--- config.mk ---
export PLATFORM = sky130hd
export DESIGN_NAME = sram8x32_dff
export DESIGN_NICKNAME = d
export VERILOG_FILES = /design/src/rtl/sram8x32_dff.sv
export SDC_FILE = /design/constraint.sdc
export NUM_CORES = 1
export LEC_CHECK = 0
export CAP_MARGIN = 30
export CORE_AREA = 10 10 174 127
export DETAILED_ROUTE_END_ITERATION = 6
export DIE_AREA = 0 0 184 137
export MAX_ROUTING_LAYER = met4
export PLACE_DENSITY = 0.8
export SLEW_MARGIN = 0
export SYNTH_ARGS = -nofsm -noshare
export SYNTH_HDL_FRONTEND = slang
export SYNTH_SLANG_ARGS = --single-unit
--- constraint.sdc ---
create_clock -name clk -period 2.9 [get_ports clk]
set_input_delay 0.29 -clock clk [delete_from_list [all_inputs] [get_ports clk]]
set_output_delay 0.29 -clock clk [all_outputs]
set_load 0.005 [all_outputs]
--- src/rtl/sram8x32_dff.sv ---
// sram8x32_dff: 8 x 32-bit flip-flop memory with a registered read address.
// A cycle with we = 1 writes wd into the word at add. A cycle with we = 0 loads add into
// the read-address register. rd is a purely combinational view of the word that the
// read-address register selects. Reset clears every word and the read address at once.
module sram8x32_dff (
   input  logic        clk,
   input  logic        resetn,
   input  logic [2:0]  add,
   input  logic        we,
   input  logic [31:0] wd,
   output logic [31:0] rd
);

   localparam int unsigned Words = 8;

   logic [31:0] r_mem [Words];
   logic [2:0]  r_add_rd;
   logic [7:0]  w_wen;
   logic [31:0] w_rd;

   // One-hot address decode: exactly one bit is set for every value of add.
   always_comb begin
      w_wen = 8'h00;
      unique case (add)
         3'd0: w_wen = 8'b0000_0001;
         3'd1: w_wen = 8'b0000_0010;
         3'd2: w_wen = 8'b0000_0100;
         3'd3: w_wen = 8'b0000_1000;
         3'd4: w_wen = 8'b0001_0000;
         3'd5: w_wen = 8'b0010_0000;
         3'd6: w_wen = 8'b0100_0000;
         3'd7: w_wen = 8'b1000_0000;
         default: w_wen = 8'h00;
      endcase
   end

   // Storage words: only the decoded word takes wd, and only on a write cycle.
   always_ff @(posedge clk or negedge resetn) begin
      if (!resetn) begin
         for (int i = 0; i < Words; i++) begin
            r_mem[i] <= 32'h0000_0000;
         end
      end else if (we) begin
         for (int i = 0; i < Words; i++) begin
            if (w_wen[i]) begin
               r_mem[i] <= wd;
            end
         end
      end
   end

   // Read address: loads on read-address cycles and holds across write cycles.
   always_ff @(posedge clk or negedge resetn) begin
      if (!resetn) begin
         r_add_rd <= 3'b000;
      end else if (!we) begin
         r_add_rd <= add;
      end
   end

   // Unregistered 8:1 read mux. A write to the selected word shows up right after its edge.
   always_comb begin
      w_rd = 32'h0000_0000;
      unique case (r_add_rd)
         3'd0: w_rd = r_mem[0];
         3'd1: w_rd = r_mem[1];
         3'd2: w_rd = r_mem[2];
         3'd3: w_rd = r_mem[3];
         3'd4: w_rd = r_mem[4];
         3'd5: w_rd = r_mem[5];
         3'd6: w_rd = r_mem[6];
         3'd7: w_rd = r_mem[7];
         default: w_rd = 32'h0000_0000;
      endcase
   end

   assign rd = w_rd;

endmodule

== After elaboration in Yosys (flattened, before gate mapping) ==
Memories as Yosys holds them, arrays and structs flattened.
Cells that the tools add are included.

* $add $sub $neg: 0
* Multiply operators: 0
* Div/mod/pow operators: 0
* $lt $le $gt $ge: 0
* Equal/unequal tests: 7
* Shift-type cells: 0
* Mux-type cells: 1
* Bitwise operators: 0
* Reductions and logical operators: 9

{| class="wikitable"
|+ Operators by type and width
! kind !! number
|-
| one-hot mux 32 bit (8 select lines) || 1
|-
| AND reduction 2 bit || 8
|-
| == test 3 bit, second input constant || 4
|-
| == test 3 x 2 -> 1 bit, second input constant || 2
|-
| == test 3 x 1 -> 1 bit, second input constant || 1
|-
| zero test 3 bit || 1
|}

* Bits in registers: 259
* Bits in latches: 0
* Memory bits (writable): 0
* Memory bits (read-only): 64
* Input port bits: 38
* Output and inout port bits: 32
* Logic and storage cells: 27
* Memories kept: 1

{| class="wikitable"
|+ Memory list
! memory !! depth !! bits a word !! read ports !! clocked after Yosys merged registers in !! write ports !! line !! RTL
|-
| (no name shown) || 8 || 8 || 1 || 0 || 0 || 24 || <nowiki>unique case (add)</nowiki>
|}

== Longest topological paths before layout ==
* Depth after elaboration: 2
* Mapped depth: 6
* Depth with buffers taken out: 3

== Worst setup path after synthesis ==
OpenSTA, ideal clock, no wires.

* Path type: register to output
* Start: register r_add_rd[0]
* End: output port rd[0]
* Data arrival time: 1.331 ns
* Required time: 2.610 ns
* Path slack: 1.279 ns
* Cell stages (with the launch flop): 7
* Buffers on the path: 3
* Cells stage by stage: dfrtp_1 buf_2 buf_4 nand2b_1 buf_1 o22ai_1 o22a_1

* Word-level cells in the longest chain between the ends: 2
* Elaborated cells on any way between the ends: 9
* Those cells by class: eq/ne (7); mux (1); reduce/logical (1)

{| class="wikitable"
|+ Ends and longest elaborated chain
! element !! line !! RTL
|-
| start, declared || 17 || <nowiki>logic [2:0] r_add_rd;</nowiki>
|-
| start signal, assigned || 55 || <nowiki>r_add_rd <= 3'b000;</nowiki>
|-
| start signal, assigned || 57 || <nowiki>r_add_rd <= add;</nowiki>
|-
| == test 3 bit (tied with other cells) || 64 || <nowiki>unique case (r_add_rd)</nowiki>
|-
| one-hot mux 32 bit (8 select lines) (*) || 64 ||
|-
| end, declared || 11 || <nowiki>output logic [31:0] rd</nowiki>
|}

Every way passes the cells marked *; elsewhere a longest branch is shown, timed or not.

== Final worst setup path ==
* Start: register r_add_rd[1]
* End: output port rd[30]

The elaborated chain is that of the path after synthesis.

==> reports/metrics.csv <==
metric;value;unit
cts-root-buf;clkbuf_16;
power_density;745;mW/mm^2
remaining_drc_errors;0;
core_region_area;0.0187;mm^2
via_per_inst;6.26;
timing.final.ws_setup;0.0356;ns
vias;7246;
syn_to_final_growth;15.8;%
crit_cells;5;
place_congestion;0.788;
ys_ff_latch;259;
fp.dieW;184;um
dpl.hpwl;16500;um
antenna_found_initial;1;
die-area;0.0252;mm^2
cts_tree;built;
syn_inst;826;
fin_crit;2.86;ns
rsz0062_at_grt;true;
syn-num-nets;864;
critPathTopFamily;buffers and inverters;
cts.path.max_buffers;3;
seq_area_frac_synth;55.1;%
drv_cap;0;
synth_top_area_share;55.1;%
critPathSlowestCell;dfrtp_4;
synth_area_leaders;dfrtp_1 55%, mux2_2 24%, mux2i_1 8.0%;
synthFlopType;dfrtp_1;
fin_crit_sh;98.8;%
num_rows;42;
synth_cell_types;30;
max_stage_delay;0.53;ns
syn_area_per_cell;14.2;um^2
layout_common_cells;256 x dfrtp_1, 255 x mux2_2, 94 x mux2i_1, 68 x clkdlybuf4s50_1, 32 x inv_1;
die_h;137;um
end_kind;output pin;
routed_wirelength;27600;um
numPortBuffers;69;
r2r_cells;2;
drv_slew;0;
cp_max_fo;21;
layout_commonest_cell;dfrtp_1;
finalNetCount;934;
firstDrtPassIters;4;
yosys_warnings;0;
drive_gt1_share;36.9;%
antenna_left;0;
cts-buffers-inserted;25;
critPathLaunch;r_add_rd[1]$_DFFE_PN0N_;
grtUsageTotal;22.3;%
ir_worst_vdd;0.425;mV
io_pins;70;
initial_core_util;62.9;%
reg2reg_from;r_add_rd[1]$_DFFE_PN0N_;
grt_pass1_vias;7883;
synth_largest_area_cell;dfrtp_1;
cts_sinks;259;
path_clk_slew;0.06;ns
grt-ovfl-total;0;
syn_area;0.0118;mm^2
hp-class;in2async;
required;2.61;ns
crit_type;reg2out;
fin_worst_skew;0;ns
grt_pass1_wl;43300;um
critPathBufInv;2;
leakage;6.00;nW
cts.htree.levels;1;
cp-start-kind;register;
crit_path_end;rd[30];
path_cells;buf_6 -> mux2i_1 -> a221oi_1 -> o22a_1 -> clkdlybuf4s50_1;
place_inst;1108;
wl_per_cell;23.8;um
slew_headroom;55.0;%
finalSetupViolations;0;
crit_arrival;2.57;ns
grt_max_degree;89;
status;finished, final reports clean;
drt-initial-drc-count;579;
synth-edff-count;0;
reg2reg_slack;1.71;ns
finalNonFillerCells;1157;
r2r-end;r_add_rd[1]$_DFFE_PN0N_;
final_hold_viol_count;0;
max_slew.worst_pin.slew;0.676;ns
post-place-ws;0.469;ns
async_flop_share;100;%
max_freq;0.349;GHz
clkLatencyLatePin;0.51;ns
worst reg2reg max path, cell delays in order, from the launching register on:
cell,delay (ns)
dfrtp_4,0.53
buf_8,0.23
mux2_2,0.32
stage by stage:
stage	hold WS (ns)	utilization [%]	instance area, um^2	TNS (ns)	power, mW
final	0.383	72.8	13600	0	10.2
after global routing	0.443	72.8	13600	-0.00167	10.6
after CTS	0.402	72.6	13600	0	10.2
after detailed placement	0.346	68.2	12800	0	7.05
after global placement	0.322	68.2	12800	0	6.86
after floorplan	-0.00559	-	11800	0	6.17
power breakdown:
part / internal [mW] / switching (mW)
Sequential: 4.41 / 0.440
Combinational: 1.27 / 0.918
Clock: 1.79 / 1.33
per-layer routing:
metal	track usage (%)	routed length (um)	vias up	share of wire [%]
met5	-	0	-	0
li1	-	-	3192	-
met3	2.94	1040	44	3.8
met2	37.1	13600	164	49
met4	5.81	596	0	2.2
met1	28.4	12300	3846	45
cells by family after synthesis:
group | count (synthesis) | share of synthesized area (%)
flip-flops | 259 | 55.1
AND/OR/NAND/NOR | 24 | 1.62
multiplexers | 353 | 32.8
AO/OA/AOI/OAI | 98 | 6.57
buffers and inverters | 92 | 3.90
area by class of cell:
cell class	count	area (um^2)
diodes	1	2.50
clock buffers	37	711
clock inverters	8	73.8
fillers	1189	5080
inverters	32	120
multi-input cells	475	4840
flip-flops and latches	259	6490
well taps	242	303
repair buffers	103	1080
synthesized netlist by cell type (2+ instances only):
cell type,n
nand2_1,3
nand2b_1,4
dfrtp_1,259
o22ai_1,31
buf_1,3
nand4b_1,3
nor2_1,3
inv_1,32
buf_6,3
o22a_1,31
mux2_1,4
buf_4,15
nor3b_4,2
a221oi_1,31
buf_2,28
nor2b_1,3
mux2i_1,94
clkbuf_1,11
mux2_2,255
flip-flops by register name, indices dropped and copies added, names as in the netlist:
signal,flops
r_mem,256
r_add_rd,3
worst min path at each step:
| stage | from | endpoint | slack, ns | cells past startpoint |
|---|---|---|---|---|
| 2_1_floorplan | resetn | r_add_rd[0]$_DFFE_PN0N_ | -0.006 | 0 |
| 3_3_place_gp | resetn | r_mem[220]$_DFFE_PN0P_ | 0.32 | 1 |
| 3_5_place_dp | resetn | r_mem[252]$_DFFE_PN0P_ | 0.35 | 1 |
| 4_1_cts | resetn | r_mem[86]$_DFFE_PN0P_ | 0.40 | 2 |
| 5_1_grt | resetn | r_mem[91]$_DFFE_PN0P_ | 0.44 | 2 |
| 6_report | resetn | r_mem[123]$_DFFE_PN0P_ | 0.38 | 2 |
what timing repair did:
item | in CTS | in global routing
hold endpoints to repair | 85 | 0
cloned | 0 | 1
hold buffers | 1 | 0
endpoints found under the setup margin | 18 | 28
resized for setup | 7 | 5
setup buffers | 0 | 1
Power figures use the tool's default switching activity.
